--- config.mk ---
export PLATFORM = sky130hd
export DESIGN_NAME = fp_div
export DESIGN_NICKNAME = d
export VERILOG_FILES = /design/src/rtl/fp_pkg.sv /design/src/rtl/fp_div_normalize.sv /design/src/rtl/fp_div.sv
export SDC_FILE = /design/constraint.sdc
export NUM_CORES = 1
export LEC_CHECK = 0
export CORE_ASPECT_RATIO = 1.25
export CORE_UTILIZATION = 25
export CTS_CLUSTER_DIAMETER = 40
export DETAILED_ROUTE_END_ITERATION = 16
export PLACE_DENSITY_LB_ADDON = 0.2
export SKIP_LAST_GASP = 1
export SLEW_MARGIN = 15
export SYNTH_ARGS = -nofsm -noshare
export SYNTH_HDL_FRONTEND = slang
export SYNTH_SLANG_ARGS = --single-unit
--- constraint.sdc ---
create_clock -name Clk -period 3.5 [get_ports Clk]
set_input_delay 0.7 -clock Clk [delete_from_list [all_inputs] [get_ports Clk]]
set_output_delay 0.7 -clock Clk [all_outputs]
set_load 0.01 [all_outputs]
--- src/rtl/fp_pkg.sv ---
// Shared binary32 field widths, constants and FSM state type for the FP divider.
package fp_pkg;
  localparam int EXP_W  = 8;
  localparam int FRAC_W = 23;
  localparam int MANT_W = 24;
  localparam int QUOT_W = 25;
  localparam int CNT_W  = 5;

  localparam logic [EXP_W-1:0] BIAS       = 8'd127;
  localparam logic [EXP_W-1:0] FP_INF_EXP = 8'hFF;
  localparam logic [CNT_W-1:0] CNT_START  = 5'd24;

  typedef enum logic [1:0] {
    IDLE,
    CALC,
    NORM
  } state_t;
endpackage

--- src/rtl/fp_div_normalize.sv ---
// Combinational normalization of the 25-bit truncated quotient into a fraction
// and exponent; the quotient lies in [0.5, 2) so at most one left shift is needed.
module fp_div_normalize
  import fp_pkg::*;
(
  input  logic [QUOT_W-1:0] quot,
  input  logic [EXP_W-1:0]  exp_tmp,
  output logic [FRAC_W-1:0] frac,
  output logic [EXP_W-1:0]  exp_out
);
  always_comb begin
    if (quot[QUOT_W-1]) begin
      frac    = quot[QUOT_W-2:1];
      exp_out = exp_tmp;
    end else begin
      frac    = quot[FRAC_W-1:0];
      exp_out = exp_tmp - 8'd1;
    end
  end
endmodule

--- src/rtl/fp_div.sv ---
// Sequential binary32 divider: restoring mantissa division, one quotient bit per clock.
// Optional macro FP_DIV_TRISTATE_EN gates Out onto a shared bus using En.
module fp_div
  import fp_pkg::*;
(
  input  logic        Clk,
  input  logic        Rst_n,
  input  logic        Start,
  input  logic        En,
  input  logic [31:0] InA,
  input  logic [31:0] InB,
  output logic [31:0] Out,
  output logic        Busy,
  output logic        Done
);
  state_t state, state_next;

  logic              a_zero, b_zero, sign;
  logic [EXP_W-1:0]  exp_tmp;
  logic [MANT_W:0]   rem;
  logic [MANT_W-1:0] divisor;
  logic [QUOT_W-1:0] quot;
  logic [CNT_W-1:0]  cnt;
  logic [31:0]       out_reg;
  logic              done_reg;

  logic [MANT_W+1:0] trial;
  logic              trial_ok;
  logic [MANT_W:0]   rem_sel;
  logic [FRAC_W-1:0] norm_frac;
  logic [EXP_W-1:0]  norm_exp;

  // Remainder stays below twice the divisor, so one guard bit catches a negative trial.
  assign trial    = {1'b0, rem} - {2'b00, divisor};
  assign trial_ok = ~trial[MANT_W+1];
  assign rem_sel  = trial_ok ? trial[MANT_W:0] : rem;

  fp_div_normalize u_normalize (
    .quot    (quot),
    .exp_tmp (exp_tmp),
    .frac    (norm_frac),
    .exp_out (norm_exp)
  );

  always_ff @(posedge Clk or negedge Rst_n) begin
    if (!Rst_n) state <= IDLE;
    else        state <= state_next;
  end

  always_comb begin
    state_next = state;
    case (state)
      IDLE:    if (Start) state_next = CALC;
      CALC:    if (cnt == '0) state_next = NORM;
      NORM:    state_next = IDLE;
      default: state_next = IDLE;
    endcase
  end

  always_comb begin
    Busy = (state != IDLE);
    Done = done_reg;
  end

  always_ff @(posedge Clk or negedge Rst_n) begin
    if (!Rst_n) begin
      a_zero   <= 1'b0;
      b_zero   <= 1'b0;
      sign     <= 1'b0;
      exp_tmp  <= '0;
      rem      <= '0;
      divisor  <= '0;
      quot     <= '0;
      cnt      <= '0;
      out_reg  <= '0;
      done_reg <= 1'b0;
    end else begin
      done_reg <= 1'b0;
      case (state)
        IDLE: begin
          if (Start) begin
            a_zero  <= (InA == 32'd0);
            b_zero  <= (InB == 32'd0);
            sign    <= InA[31] ^ InB[31];
            exp_tmp <= InA[30:23] - InB[30:23] + BIAS;
            rem     <= {2'b01, InA[FRAC_W-1:0]};
            divisor <= {1'b1, InB[FRAC_W-1:0]};
            quot    <= '0;
            cnt     <= CNT_START;
          end
        end
        CALC: begin
          rem  <= rem_sel << 1;
          quot <= {quot[QUOT_W-2:0], trial_ok};
          cnt  <= cnt - 5'd1;
        end
        NORM: begin
          // Zero dividend wins over zero divisor; -0.0 is not treated as zero.
          if (a_zero)      out_reg <= 32'd0;
          else if (b_zero) out_reg <= {sign, FP_INF_EXP, {FRAC_W{1'b0}}};
          else             out_reg <= {sign, norm_exp, norm_frac};
          done_reg <= 1'b1;
        end
        default: ;
      endcase
    end
  end

`ifdef FP_DIV_TRISTATE_EN
  assign Out = En ? out_reg : 32'hZZZZZZZZ;
`else
  logic unused_en;
  assign unused_en = En;
  assign Out = out_reg;
`endif
endmodule

---- After elaboration in Yosys (flattened, before gate mapping) ----
Cells that the tools add are included.
word-level totals
  register bits ........................... 125
  latch bits .............................. 0
  bits in writable memories ............... 0
  memory bits (read-only) ................. 0
  input bits .............................. 68
  output and inout bits ................... 34
  logic and storage cells ................. 46
  memories ................................ 0
operators by class
  add/subtract/negate cells ............... 5
  multiply operators ...................... 0
  div/mod/pow operators ................... 0
  order comparisons ....................... 0
  equality and inequality tests ........... 4
  shift-type cells ........................ 0
  mux-type cells .......................... 15
  bitwise gates (word level) .............. 2
  reduce and logical (&&, ||, !) cells .... 9
operators by type and width
  operator                                                             count
  25-bit case mux with 2 select lines                                  2
  32-bit logical NOT                                                   2
  25-bit 2-to-1 mux                                                    2
  32-bit 2-to-1 mux                                                    1
  31-bit 2-to-1 mux                                                    1
  25-bit by 24-bit subtractor with 26-bit output                       1
  24-bit 2-to-1 mux                                                    1
  23-bit 2-to-1 mux                                                    1
  5-bit case mux with 2 select lines                                   1
  8-bit by 7-bit adder with 8-bit output (second input constant)       1
  8-bit 2-to-1 mux                                                     1
  8-bit by 1-bit subtractor with 8-bit output (second input constant)  1
  8-bit subtractor                                                     1
  2-bit AND reduction                                                  3
  5-bit logical NOT                                                    1
  5-bit 2-to-1 mux                                                     1
  5-bit by 1-bit subtractor with 5-bit output (second input constant)  1
  2-bit 2-to-1 mux                                                     2
  2-bit inequality test (second input constant)                        2
  2-bit case mux with 2 select lines                                   1
  2-bit nonzero test                                                   2
  2-bit by 1-bit == test with 1-bit output (second input constant)     1
  2-bit == test (second input constant)                                1
  2-bit logical NOT                                                    1
  3 further kinds                                                      3

---- Longest topological paths before layout ----
Gate-level depths: netlist of the first run.
  depth in word-level cells ............... 4
  gate-level depth with buffers ........... 12
  depth with buffers taken out ............ 11

---- Modules after synthesis ----
A second synthesis of the first run with hierarchy kept.
unflattened totals
  cell total of the unflattened synthesis .. 769
  area total of the unflattened synthesis .. 7,226.9 um^2
modules (own cells, without submodules)
  module            times used  cells each  area each (um^2)  sequential area each (um^2)
  fp_div            1           722         6,786.5           3,128.0
  fp_div_normalize  1           47          440.4             0.0

---- Worst setup path after synthesis of the first run ----
Ideal clock, no wire load.
  path type ............................... reg2reg
  start ................................... register rem[0]
  end ..................................... register rem[21]
  library setup time ...................... 0.135 ns
  arrival ................................. 2.503 ns
  data required time ...................... 3.365 ns
  setup slack ............................. 0.862 ns
  cell stages (with the launch flop) ...... 12
  buffers on the path ..................... 0
  period minus slack after synthesis ...... 2.638 ns
  cell sequence ........................... dfrtp_1 > inv_1 > ha_1 > inv_1 > fa_1 > a21o_1 > a221oi_2 > nor4_1 > or3_1 > a211oi_1 > xor2_1 > o211ai_1
between the ends
  word-level cells in the longest chain between the ends .. 3
ends and longest elaborated chain
  item                                            line          text
  from (decl)                                     fp_div.sv:20  logic [MANT_W:0] rem;
  from (signal assigned)                          fp_div.sv:86  rem <= {2'b01, InA[FRAC_W-1:0]};
  from (signal assigned)                          fp_div.sv:93  rem <= rem_sel << 1;
  25-bit by 24-bit subtractor with 26-bit output  fp_div.sv:34  assign trial = {1'b0, rem} - {2'b00, divisor};
  24-bit 2-to-1 mux                               fp_div.sv:36  assign rem_sel = trial_ok ? trial[MANT_W:0] : rem;
  25-bit case mux with 2 select lines             fp_div.sv:79  case (state)
Every way passes these cells.
A chain may end at the register's enable or synchronous reset.

---- Worst setup path in the final report of the first run ----
Same ends and word-level chain as after synthesis.

==> results of run 1 <==
-- routing by layer --
metal  share of wire  wire length (um)  up-vias
li1                -                 -     3027
met1            0.46              9210     2867
met2            0.51             10300       86
met3           0.026               516       10
met4          0.0092               185        0
met5               0                 0        -
-- cell type report --
class	count	area, um^2	share of cell area
multi-input cells	591	3740	0.406
clock buffers	17	425	0.0462
repair buffers	120	1170	0.127
clock inverters	15	150	0.0163
flip-flops and latches	125	3130	0.339
inverters	42	158	0.0171
well taps	355	444	0.0482
-- stage by stage --
step           total power, uW  setup WS, ns
6_report                  9500         0.570
5_1_grt                  10400         0.388
4_1_cts                   9630         0.522
3_5_place_dp              7820         0.325
3_3_place_gp              7780         0.333
2_1_floorplan             6290         0.862
-- cells by family after synthesis --
group / after synthesis / synth area share
simple gates: 256 / 0.161
compound gates: 222 / 0.188
flops: 125 / 0.434
buf+inv: 85 / 0.0477
fa+ha+maj: 42 / 0.0750
mux: 37 / 0.0521
xor+xnor: 34 / 0.0413
-- synth_stat cells (2+ instances only) --
cell	instances
sky130_fd_sc_hd__nand2_1	147
sky130_fd_sc_hd__dfrtp_1	125
sky130_fd_sc_hd__o21ai_0	108
sky130_fd_sc_hd__inv_1	42
sky130_fd_sc_hd__ha_1	40
sky130_fd_sc_hd__mux2i_1	36
sky130_fd_sc_hd__clkbuf_1	34
sky130_fd_sc_hd__a21oi_1	28
sky130_fd_sc_hd__nor2_1	23
sky130_fd_sc_hd__xnor2_1	20
sky130_fd_sc_hd__nor4_1	17
sky130_fd_sc_hd__o31ai_1	15
sky130_fd_sc_hd__xor2_1	14
sky130_fd_sc_hd__a22oi_1	13
sky130_fd_sc_hd__and3_1	11
sky130_fd_sc_hd__nor3_1	11
sky130_fd_sc_hd__a21o_1	10
sky130_fd_sc_hd__nand3_1	10
sky130_fd_sc_hd__nand4_1	8
sky130_fd_sc_hd__or3_1	8
sky130_fd_sc_hd__a31oi_1	6
sky130_fd_sc_hd__nand2b_1	6
sky130_fd_sc_hd__o211ai_1	6
sky130_fd_sc_hd__a211oi_1	5
sky130_fd_sc_hd__a31o_2	4
sky130_fd_sc_hd__buf_1	4
sky130_fd_sc_hd__nor2b_1	4
sky130_fd_sc_hd__o21a_1	4
sky130_fd_sc_hd__and2_1	3
sky130_fd_sc_hd__buf_6	3
sky130_fd_sc_hd__o221ai_1	3
sky130_fd_sc_hd__a221oi_2	2
sky130_fd_sc_hd__buf_2	2
sky130_fd_sc_hd__fa_1	2
sky130_fd_sc_hd__nand3b_1	2
sky130_fd_sc_hd__o21ai_1	2
sky130_fd_sc_hd__o21bai_1	2
sky130_fd_sc_hd__o22ai_1	2
sky130_fd_sc_hd__or2_2	2
-- worst paths after layout --
kind / end / cells after the start / slack, ns
max reg2reg: rem[21]$_DFFE_PN0P_ / 11 / 0.57
max in group asynchronous: rem[12]$_DFFE_PN0P_ / 2 / 2.37
min: Out[16]$_DFFE_PN0P_ / 1 / 0.37
min in group Clk: divisor[23]$_DFFE_PN0P_ / 2 / 0.46
min reg2reg: divisor[23]$_DFFE_PN0P_ / 2 / 0.46
max: rem[21]$_DFFE_PN0P_ / 11 / 0.57
-- flip-flops by register name, indices dropped and copies added, names as in the netlist --
| name | count |
|---|---|
| exp_tmp | 8 |
| cnt | 5 |
| Out | 32 |
| a_zero | 1 |
| divisor | 24 |
| quot | 25 |
| state | 2 |
| sign | 1 |
| b_zero | 1 |
| rem | 25 |
| Done | 1 |
-- cell usage in the layout (no fill, tap or decap), types with 13 or more instances in the layout --
| cell type | n |
|---|---|
| sky130_fd_sc_hd__nand2_1 | 147 |
| sky130_fd_sc_hd__mux2i_1 | 36 |
| sky130_fd_sc_hd__clkbuf_16 | 17 |
| sky130_fd_sc_hd__a21oi_1 | 28 |
| sky130_fd_sc_hd__dfrtp_1 | 125 |
| sky130_fd_sc_hd__nor2_1 | 23 |
| sky130_fd_sc_hd__o21ai_0 | 108 |
| sky130_fd_sc_hd__xor2_1 | 14 |
| sky130_fd_sc_hd__inv_1 | 42 |
| sky130_fd_sc_hd__a22oi_1 | 13 |
| sky130_fd_sc_hd__clkdlybuf4s50_1 | 99 |
| sky130_fd_sc_hd__buf_4 | 19 |
| sky130_fd_sc_hd__nor4_1 | 17 |
| sky130_fd_sc_hd__o31ai_1 | 15 |
| sky130_fd_sc_hd__xnor2_1 | 20 |
| sky130_fd_sc_hd__ha_1 | 40 |
-- critical path: stages (launching register included) --
cell                       delay (ns)
sky130_fd_sc_hd__dfrtp_1         0.36
sky130_fd_sc_hd__inv_1           0.10
sky130_fd_sc_hd__ha_1            0.19
sky130_fd_sc_hd__inv_1           0.06
sky130_fd_sc_hd__fa_1            0.39
sky130_fd_sc_hd__a21o_1          0.20
sky130_fd_sc_hd__a221oi_2        0.29
sky130_fd_sc_hd__nor4_1          0.12
sky130_fd_sc_hd__or3_1           0.42
sky130_fd_sc_hd__a211oi_1        0.40
sky130_fd_sc_hd__xor2_1          0.19
sky130_fd_sc_hd__o211ai_1        0.10
-- power breakdown --
| group | total, uW | switching [uW] | internal (uW) |
|---|---|---|---|
| logic | 5270 | 2900 | 2370 |
| clock network | 1740 | 743 | 1000 |
| registers | 2490 | 404 | 2090 |
==> results list, run 1 <==
- Number of detailed-route iterations in the first pass: 4
- Post-Route WL: 20.2 mm
- Largest fanout on the critical path: 3
* Via count: 5990
* Synth-to-Final Area Change: 27.9%
- Number of DRC violations after detailed routing: 0
- In the final layout, the share of cells above drive strength 1 is 0.0725.
- The number of nets handed over by synthesis was 911.
- The via count of the first global-routing pass was 6025.
- After layout, the minimum clock period comes to 2.93 ns.
* Distinct cell type count after synthesis: 56
* Die area: 29500 um^2
* Final Max Tran Viols: 0
* Cells taking the most area after synthesis: sky130_fd_sc_hd__dfrtp_1 43%, sky130_fd_sc_hd__nand2_1 7.7%, sky130_fd_sc_hd__o21ai_0 7.5%, sky130_fd_sc_hd__ha_1 6.9%, sky130_fd_sc_hd__mux2i_1 5.0%
- Post-cts resize count: 0
- Initial core utilization: 0.254
* Netlist Area Pre-Place: 7210 um^2
- Counting the fill cells in the layout gives 2986.
- For the worst setup path, the data arrival time is 3.23 ns.
- 0 antenna diodes ended up in the layout.
- For this run, global-route usage on met2 was measured as 0.253.
- Layout Nets: 1007
- The startpoint identified for the worst register-to-register timing path is rem[0]$_DFFE_PN0P_.
* Worst-skew pair later-pin latency: 0.43 ns
* Count of final setup violators: 0
- The run finished with clean final reports.
- For this run the aggregate overflow at the end of global routing stands at 0.
- After floorplanning, the core was sized to cover 28400 um^2.
- Total number of placement rows: 69
- Buffers inserted during clock tree synthesis total 17.
- Met1 track demand over resource in global routing: 0.179
- Area share of the leading cell type in the synthesized netlist: 0.434
- RSZ-0062 raised after global routing: no
- Across the routed clock network, the largest skew measured is 0.0226 ns.
- The worst hold path belongs to the class primary input to asynchronous set/reset pin.
- Routability-driven placement finished with a final weighted congestion of 0.855.
- Total count of hold-check failures in the final report: 0
* Clock tree from TritonCTS: yes
- The largest total area in the synthesized netlist belongs to sky130_fd_sc_hd__dfrtp_1.
* Number of hold-repair buffers added at the cts stage: 0
* Worst Path Required: 3.80 ns
* Final cell count without fillers: 1265
- After technology mapping, the gate count stands at 801.
- Floorplan die width: 154 um
* Clock H-tree levels: 4
- The global routing stage identified its most utilized layer as met2.
* Pin count of the biggest net entering global routing: 102
* Clock transition at the registers of the reported paths: 0.06 ns
* 1st-iter DRT viols: 323
- Count of input and output buffers: 100
- Number of antenna violations at the first check in global routing: 0
* Placed cell area: 8640 um^2
- The detail route stage leaves a number of antenna-violating nets equal to 0.
- By startpoint and endpoint, the worst setup path is classified as flop to flop.
- The wire-length estimate of the detail-placed layout is 14.8 mm.
- Synth Register Bits: 125
* Global Route met3 Usage: 0.0271
- Count of synthesis-stage warnings from yosys: 0
- In this run the count of I/O pins placed on the die edge is 102.
- Cell leakage power: 0.00398 uW
- Across all hold checks on the routed design, the worst slack comes to 0.369 ns.
- The first global-routing pass estimated 32.7 mm of wire.
- Tot GR Track Use: 0.144
- Number of placed instances, taps included: 1233
- Crit. End Element: flop
* Clk sinks: 125
* Via density per instance: 4.74
* Maximum ir drop on the vdd rail: 496 uV
- Counting flops with an async set or reset pin after synthesis yields a share of 1.00.
- Number of synthesized flops with an enable pin: 0
* Total power density per cell area: 1030 nW/um^2
- Max Fclk: 341 MHz
- At the pin with the least slew margin, the transition time is 0.862 ns.
- Clock root buffer master: sky130_fd_sc_hd__clkbuf_16
- Dividing the final minimum period by the clock period gives 0.837.
* Share of synthesized area occupied by flip-flops and latches: 0.434
- Post-detailed-route wirelength per cell: 16.0 um
- Post-CTS timing repair inserted 0 buffers for setup.
- Total Negative Setup Slacks: 0 ns
- Counting along the longest clock path gives a buffer depth of 2.
- The finished cells cover 9220 um^2.
- The die is 192 um tall.
- Each instance of the synthesized netlist takes up on average 9.00 um^2.
- The critical path starts at rem[0]$_DFFE_PN0P_.
- Most common flop cell mapped by yosys: sky130_fd_sc_hd__dfrtp_1
- Normalized max-slew margin: 0.425
- Max-cap viol count: 0
- Setup crit start kind: flop
* Post-layout utilization of the core: 0.325
Note: power is estimated with default switching activity, not from simulation.
==> run 2: changes to the inputs <==
==> constraint.sdc (replaced) <==
create_clock -name Clk -period 2.7 [get_ports Clk]
set_input_delay 0.54 -clock Clk [delete_from_list [all_inputs] [get_ports Clk]]
set_output_delay 0.54 -clock Clk [all_outputs]
set_load 0.01 [all_outputs]
==> results list, run 2 (synthesis gave the netlist of run 1 again) <==
* Outcome: complete, no violations (unchanged)
- The worst slack at placement came to -0.239 ns (was 0.325 ns).
* Maximum ir drop on the vdd rail: 545 uV (was 496 uV)
- The worst clock skew was 0.0108 ns (was 0.0226 ns).
- Hold Path Class: primary input to asynchronous set/reset pin (unchanged)
* Count of final setup violators: 0 (unchanged)
* 1st-iter DRT viols: 280 (was 323)
* Vertical extent of the die: 192 um (unchanged)
- Total half-perimeter wirelength after legalization and detailed placement: 15.8 mm (was 14.8 mm)
- The slew at the pin closest to its max-slew limit is 0.835 ns (was 0.862 ns).
* Final cycle utilization of the critical path: 0.987 (was 0.837)
- Reg-to-Reg End: rem[21]$_DFFE_PN0P_ (unchanged)
* Worst Path Required: 2.99 ns (was 3.80 ns)
- Pin count of the biggest net entering global routing: 71 (was 102)
* Cell leakage power: 0.00417 uW (was 0.00398 uW)
* Total number of placement rows: 69 (unchanged)
- The arrival time of the worst setup path was 2.95 ns (was 3.23 ns).
* Number of antenna violations at the first check in global routing: 0 (unchanged)
* Antenna Nets Post-Route: 0 (unchanged)
- The beginning of the worst register-to-register path is rem[0]$_DFFE_PN0P_ (unchanged).
* RSZ-0062 raised after global routing: yes (was no)
- The setup slack of the most critical reg-to-reg path came to 0.04 ns (was 0.57 ns).
* Floorplan die width: 154 um (unchanged)
* Number of flip-flops under the largest register name: 32 (unchanged)
- Int Power: 7600 uW (was 5450 uW)
- M1 WL: 9.57 mm (was 9.21 mm)
- The power density relative to cell area is 1370 nW/um^2 (was 1030 nW/um^2).
- Switching power of the nets: 5550 uW (was 4050 uW)
- The total core area is 28400 um^2 (unchanged).
- Vias in the first global route: 6424 (was 6025)
- The clock sink total is 125 (unchanged).
- Metal3 WL: 403 um (was 516 um)
- The post-route non-filler standard cell count came to 1304 (was 1265).
- The final wirelength is 21.1 mm (was 20.2 mm).
* Max-cap viol count: 0 (unchanged)
- The post-detailed-route wirelength per cell came to 16.2 um (was 16.0 um).
* Largest buffer count on any clock path: 2 (unchanged)
- The clock network fraction of design power came to 0.173 (was 0.184).
- Die area: 29500 um^2 (unchanged)
- The instance count after placement with tap cells included is 1269 (was 1233).
- Wire length of the first global-routing pass: 34.3 mm (was 32.7 mm)
- Grt total ovfl: 0 (unchanged)
- The startpoint type of the worst setup path is a flop (unchanged).
* Worst-skew pair later-pin latency: 0.42 ns (was 0.43 ns)
- The length of routed met2 wiring is 10.8 mm (was 10.3 mm).
- Gate power share: 0.580 (was 0.554)
* IO Pins: 102 (unchanged)
- Clock root buffer master: sky130_fd_sc_hd__clkbuf_16 (unchanged)
- Final setup margin: 0.0362 ns (was 0.570 ns)
- The number of buffers created by CTS was 17 (unchanged).
- Tot GR Track Use: 0.149 (was 0.144)
* Count of input and output buffers: 100 (unchanged)
- The portion of total power attributed to sequential cells is 0.247 (was 0.262).
- Fraction of final layout cells sized beyond drive strength 1: 0.124 (was 0.0725)
* Number of antenna diodes: 0 (unchanged)
- The via count of the routed design was 6162 (was 5990).
* Worst Setup Path Type: flop to flop (unchanged)
- Leading cell types in the layout, fill and taps excluded: 146 x sky130_fd_sc_hd__nand2_1, 125 x sky130_fd_sc_hd__dfrtp_1, 107 x sky130_fd_sc_hd__o21ai_0, 99 x sky130_fd_sc_hd__clkdlybuf4s50_1, 58 x sky130_fd_sc_hd__buf_4 (was 147 x sky130_fd_sc_hd__nand2_1, 125 x sky130_fd_sc_hd__dfrtp_1, 108 x sky130_fd_sc_hd__o21ai_0, 99 x sky130_fd_sc_hd__clkdlybuf4s50_1, 42 x sky130_fd_sc_hd__inv_1)
- Number of DRC violations after detailed routing: 0 (unchanged)
* Clock tree from TritonCTS: yes (unchanged)
- Synth-to-Final Area Change: 32.9% (was 27.9%)
- Number of hold-repair buffers added at the cts stage: 0 (unchanged)
- Via density per instance: 4.73 (was 4.74)
- The uppermost metal layer occupied by signal nets was met4 (unchanged).
* Post-route minimum period: 2.66 ns (was 2.93 ns)
* Clock H-tree levels: 4 (unchanged)
- The maximum clock rate came to 375 MHz (was 341 MHz).
- The final-stage net count was 1046 (was 1007).
- The proportion of total power due to net switching came to 0.422 (was 0.426).
* Final Max Tran Viols: 0 (unchanged)
* Global placement routability congestion: 0.850 (was 0.855)
- The remaining max-slew budget at the tightest pin was 0.443 (was 0.425).
- The summed negative setup slack over all endpoints was 0 ns (unchanged).
* Total count of hold-check failures in the final report: 0 (unchanged)
- Crit. End Element: flop (unchanged)
* Clock transition at the registers of the reported paths: 0.07 ns (was 0.06 ns)
- Worst R2R Path Depth: 12 (was 11)
- The effective utilization at floorplan was 0.254 (unchanged).
- Number of detailed-route iterations in the first pass: 4 (unchanged)
- The commonest non-fill, non-tap cell in the layout was sky130_fd_sc_hd__nand2_1 (unchanged).
- The maximum fanout count along the critical path is 2 (was 3).
==> run 2: cell types whose count changed in the layout (fill, tap and decap cells not counted), sizes merged <==
cell	previous run	this run
clkinv	5	3
buf	21	60
clkinvlp	1	3
==> run 2: timing repair <==
action / in CTS / in global routing
setup buffers: 2 / 1
pin swaps: 6 / 6
endpoints found under the hold margin: 0 / 0
resized for setup: 7 / 9
setup endpoints to repair: 8 / 25
==> run 2: layout make-up <==
class                   instances  area (um^2)
fillers                      2994        18800
multi-input cells             591         3810
flip-flops and latches        125         3130
repair buffers                159         1470
well taps                     355          444
clock buffers                  17          425
inverters                      42          158
clock inverters                15          150
==> run 2: metal layers <==
metal / global-route usage / vias up
li1: - / 3106
met1: 0.184 / 2953
met2: 0.263 / 85
met3: 0.0219 / 18
met4: 0.0538 / 0
met5: 0 / -
==> run 2: power groups by stage <==
| stage | registers [uW] | clock network, uW | logic [uW] |
|---|---|---|---|
| CTS | 3260 | 2360 | 7580 |
| floorplan | 3220 | 0 | 4940 |
| global route | 3370 | 2440 | 8470 |
| finish | 3240 | 2280 | 7630 |
| global placement | 3260 | 0 | 7380 |
| detailed placement | 3290 | 0 | 7440 |
==> run 2: per-stage QoR <==
step | total power, uW | util | cell area (um^2) | hold slack, ns
final | 13200 | 0.337 | 9580 | 0.129
after global routing | 14300 | 0.337 | 9580 | 0.151
after CTS | 13200 | 0.336 | 9530 | 0.141
after detailed placement | 10700 | 0.314 | 8910 | 0.458
after global placement | 10600 | 0.314 | 8910 | 0.452
after floorplan | 8160 | - | 7210 | 0.244
==> run 2: worst max path at each step <==
| stage | endpoint | slack, ns | start |
|---|---|---|---|
| final | rem[21]$_DFFE_PN0P_ | 0.04 | rem[0]$_DFFE_PN0P_ |
| after CTS | rem[21]$_DFFE_PN0P_ | -0.01 | rem[0]$_DFFE_PN0P_ |
| after global placement | exp_tmp[7]$_DFFE_PN0P_ | -0.24 | InB[24] |
| after floorplan | rem[21]$_DFFE_PN0P_ | 0.06 | rem[0]$_DFFE_PN0P_ |
| after global routing | rem[21]$_DFFE_PN0P_ | -0.12 | rem[0]$_DFFE_PN0P_ |
| after detailed placement | exp_tmp[7]$_DFFE_PN0P_ | -0.24 | InB[24] |
==> run 2: worst max-delay path, stage by stage, from the launching register on <==
cell	delay, ns
sky130_fd_sc_hd__dfrtp_1	0.37
sky130_fd_sc_hd__inv_2	0.08
sky130_fd_sc_hd__ha_4	0.14
sky130_fd_sc_hd__inv_2	0.03
sky130_fd_sc_hd__fa_2	0.33
sky130_fd_sc_hd__a21o_1	0.22
sky130_fd_sc_hd__a221oi_2	0.30
sky130_fd_sc_hd__nor4_2	0.09
sky130_fd_sc_hd__or3_4	0.41
sky130_fd_sc_hd__a211oi_2	0.19
sky130_fd_sc_hd__buf_4	0.15
sky130_fd_sc_hd__xor2_1	0.14
sky130_fd_sc_hd__o211ai_1	0.09
==> run 3: changes to the inputs <==
--- a/config.mk
+++ b/config.mk
@@ -10,7 +10,6 @@
 export CTS_CLUSTER_DIAMETER = 40
 export DETAILED_ROUTE_END_ITERATION = 16
 export PLACE_DENSITY_LB_ADDON = 0.2
-export SKIP_LAST_GASP = 1
 export SLEW_MARGIN = 15
 export SYNTH_ARGS = -nofsm -noshare
 export SYNTH_HDL_FRONTEND = slang
==> results list, run 3 (synthesis gave the netlist of run 1 again) <==
- Wire length of the first global-routing pass: 34.3 mm (unchanged)
- Max Fclk: 376 MHz (was 375 MHz)
- Synth-to-Final Area Change: 32.9% (unchanged)
- Final cell count without fillers: 1304 (unchanged)
- The final wirelength was 21.1 mm (about the same).
* Met1 track demand over resource in global routing: 0.184 (about the same)
- The remaining max-slew budget at the tightest pin is 0.423 (was 0.443).
- The startpoint-to-endpoint class of the critical path is flop to flop (unchanged).
- The worst min-delay path category is primary input to asynchronous set/reset pin (unchanged).
- The number of buffer cells added on primary ports came to 100 (unchanged).
- The fraction of layout instances using a drive strength above 1 came to 0.124 (unchanged).
* Number of hold-repair buffers added at the cts stage: 0 (unchanged)
* Worst Path Required: 2.99 ns (about the same)
* Worst R2R Path Depth: 12 (unchanged)
- Pin count of the biggest net entering global routing: 71 (unchanged)
* Number of detailed-route iterations in the first pass: 4 (unchanged)
- The beginning of the worst register-to-register path is rem[0]$_DFFE_PN0P_ (unchanged).
- Total count of hold-check failures in the final report: 0 (unchanged)
* Setup crit start kind: flop (unchanged)
- Fraction of power consumed by the clock network: 0.174 (was 0.173)
* Data arrival time of the worst path: 2.95 ns (about the same)
- The final weighted congestion of routability-driven global placement came to 0.850 (unchanged).
- Placed cell area: 8910 um^2 (unchanged)
- Max-cap viol count: 0 (unchanged)
- Number of filler instances in the final layout: 2994 (unchanged)
- Number of buffers inserted during clock tree synthesis: 17 (unchanged)
- Clock tree from TritonCTS: yes (unchanged)
- Post-layout utilization of the core: 0.337 (unchanged)
- The number of core rows came to 69 (unchanged).
- The combined flip-flop and latch cell area came to 3130 um^2 (unchanged).
- The half-perimeter wire length of the detailed placement result came to 15.8 mm (unchanged).
* Crit. Startpoint: rem[0]$_DFFE_PN0P_ (unchanged)
- Post-route cell area: 9580 um^2 (unchanged)
- The maximum number of buffers from clock root to sink came to 2 (unchanged).
* Number of flip-flops under the largest register name: 32 (unchanged)
- The final-stage net count is 1046 (unchanged).
* Vertical extent of the die: 192 um (unchanged)
- The violation count after the first detailed-route iteration is 270 (was 280).
- Final setup margin: 0.0384 ns (was 0.0362 ns)
- The post-detailed-route count of antenna-violating nets is 0 (unchanged).
* Die area: 29500 um^2 (unchanged)
- The effective utilization at floorplan was 0.254 (unchanged).
- Clock skew after layout: 0.00946 ns (was 0.0108 ns)
* Outcome: complete, no violations (unchanged)
* Number of antenna violations at the first check in global routing: 0 (unchanged)
- Reg-to-Reg End: rem[21]$_DFFE_PN0P_ (unchanged)
* Post-route minimum period: 2.66 ns (about the same)
* Most common cell after layout, fill and taps aside: sky130_fd_sc_hd__nand2_1 (unchanged)
- The insertion delay to the later sink of the worst-skew pair was 0.43 ns (was 0.42 ns).
* Total power density per cell area: 1370 nW/um^2 (about the same)
* Global Route met3 Usage: 0.0219 (unchanged)
- The horizontal die dimension was 154 um (unchanged).
- The endpoint class of the critical path is a flop (unchanged).
* Maximum ir drop on the vdd rail: 543 uV (was 545 uV)
- Clk sinks: 125 (unchanged)
- Count of final setup violators: 0 (unchanged)
- Via density per instance: 4.73 (about the same)
* RSZ-0062 raised after global routing: yes (unchanged)
- The worst slack at placement was -0.239 ns (unchanged).
* Clock H-tree levels: 4 (unchanged)
- The antenna cell count came to 0 (unchanged).
* Area of the core: 28400 um^2 (unchanged)
- Int Power: 7600 uW (about the same)
* GRT busiest layer: met2 (unchanged)
* Tot GR Track Use: 0.149 (about the same)
- The top-level I/O count is 102 (unchanged).
- The endpoint of the most critical setup path is rem[21]$_DFFE_PN0P_ (unchanged).
- Post-detailed-route wirelength per cell: 16.2 um (about the same)
- The summed negative setup slack over all endpoints was 0 ns (unchanged).
- Final cycle utilization of the critical path: 0.986 (was 0.987)
* Clock root buffer master: sky130_fd_sc_hd__clkbuf_16 (unchanged)
- The remaining global-route overflow is 0 (unchanged).
- Met2 layer usage reported by global route: 0.263 (about the same)
- The via count of the first global-routing pass is 6423 (was 6424).
* R2r setup slk: 0.04 ns (about the same)
- The count of pins over their slew limit came to 0 (unchanged).
- The net switching component of the power was 5550 uW (about the same).
- The maximum fanout count along the critical path came to 2 (unchanged).
* Sw Share: 0.422 (about the same)
- Via count: 6173 (was 6162)
- The portion of total power attributed to sequential cells was 0.247 (about the same).
- The area of the multi-input gates is 3810 um^2 (unchanged).
* Clock transition at the registers of the reported paths: 0.07 ns (about the same)
- The number of design rule violations left after detail routing is 0 (unchanged).
* Cell leakage power: 0.00417 uW (unchanged)
- The instance count after placement with tap cells included came to 1269 (unchanged).
* Least-Margin Pin Slew: 0.865 ns (was 0.835 ns)
- Leading cell types in the layout, fill and taps excluded: 146 x sky130_fd_sc_hd__nand2_1, 125 x sky130_fd_sc_hd__dfrtp_1, 107 x sky130_fd_sc_hd__o21ai_0, 99 x sky130_fd_sc_hd__clkdlybuf4s50_1, 58 x sky130_fd_sc_hd__buf_4 (unchanged)
- Gate power share: 0.580 (about the same)
-- run 3: metal layers --
layer / wire length (um) / vias up
met5: 0 / -
met4: 422 / 0
met2: 10700 / 88
met3: 393 / 22
met1: 9590 / 2958
li1: - / 3105
-- run 3: worst max-delay path, stage by stage, from the launching register on --
cell and delay [ns]:
sky130_fd_sc_hd__dfrtp_1 0.37, sky130_fd_sc_hd__inv_2 0.08, sky130_fd_sc_hd__ha_4 0.14, sky130_fd_sc_hd__inv_2 0.03, sky130_fd_sc_hd__fa_2 0.33, sky130_fd_sc_hd__a21o_1 0.22
sky130_fd_sc_hd__a221oi_2 0.30, sky130_fd_sc_hd__nor4_2 0.09, sky130_fd_sc_hd__or3_4 0.41, sky130_fd_sc_hd__a211oi_2 0.19, sky130_fd_sc_hd__buf_4 0.15, sky130_fd_sc_hd__xor2_1 0.14
sky130_fd_sc_hd__o211ai_1 0.09
-- run 3: area by class of cell --
type,count,share of cell area
Multi-Input combinational cell,591,0.397
Sequential cell,125,0.327
Timing Repair Buffer,159,0.153
Tap cell,355,0.0464
Clock buffer,17,0.0444
Inverter,42,0.0165
Clock inverter,15,0.0157
-- run 3: timing repair --
item / 4_1_cts / 5_1_grt
endpoints found under the setup margin: 8 / 25
cloned: 0 / 0
pin swaps: 6 / 6
setup buffers: 2 / 1
gates resized for setup: 8 / 8
-- run 3: through the flow --
| step | power (uW) | hold slack (ns) |
|---|---|---|
| global placement | 10600 | 0.452 |
| CTS | 13200 | 0.141 |
| detailed placement | 10700 | 0.458 |
| floorplan | 8160 | 0.244 |
| finish | 13200 | 0.122 |
| global route | 14300 | 0.151 |
-- run 3: how the worst min path moves through the flow --
stage | to | slack, ns | depth (start not counted)
2_1_floorplan | Done$_DFF_PN0_ | 0.24 | 0
3_3_place_gp | divisor[23]$_DFFE_PN0P_ | 0.45 | 2
3_5_place_dp | divisor[23]$_DFFE_PN0P_ | 0.46 | 2
4_1_cts | quot[12]$_DFFE_PN0P_ | 0.14 | 1
5_1_grt | Out[13]$_DFFE_PN0P_ | 0.15 | 1
6_report | Out[12]$_DFFE_PN0P_ | 0.12 | 1
-- run 3: power by group through the flow --
| stage | clock (uW) | combinational, uW | sequential, uW |
|---|---|---|---|
| 2_1_floorplan | 0 | 4940 | 3220 |
| 3_3_place_gp | 0 | 7380 | 3260 |
| 3_5_place_dp | 0 | 7440 | 3290 |
| 4_1_cts | 2360 | 7590 | 3260 |
| 5_1_grt | 2440 | 8470 | 3370 |
| 6_report | 2290 | 7620 | 3240 |
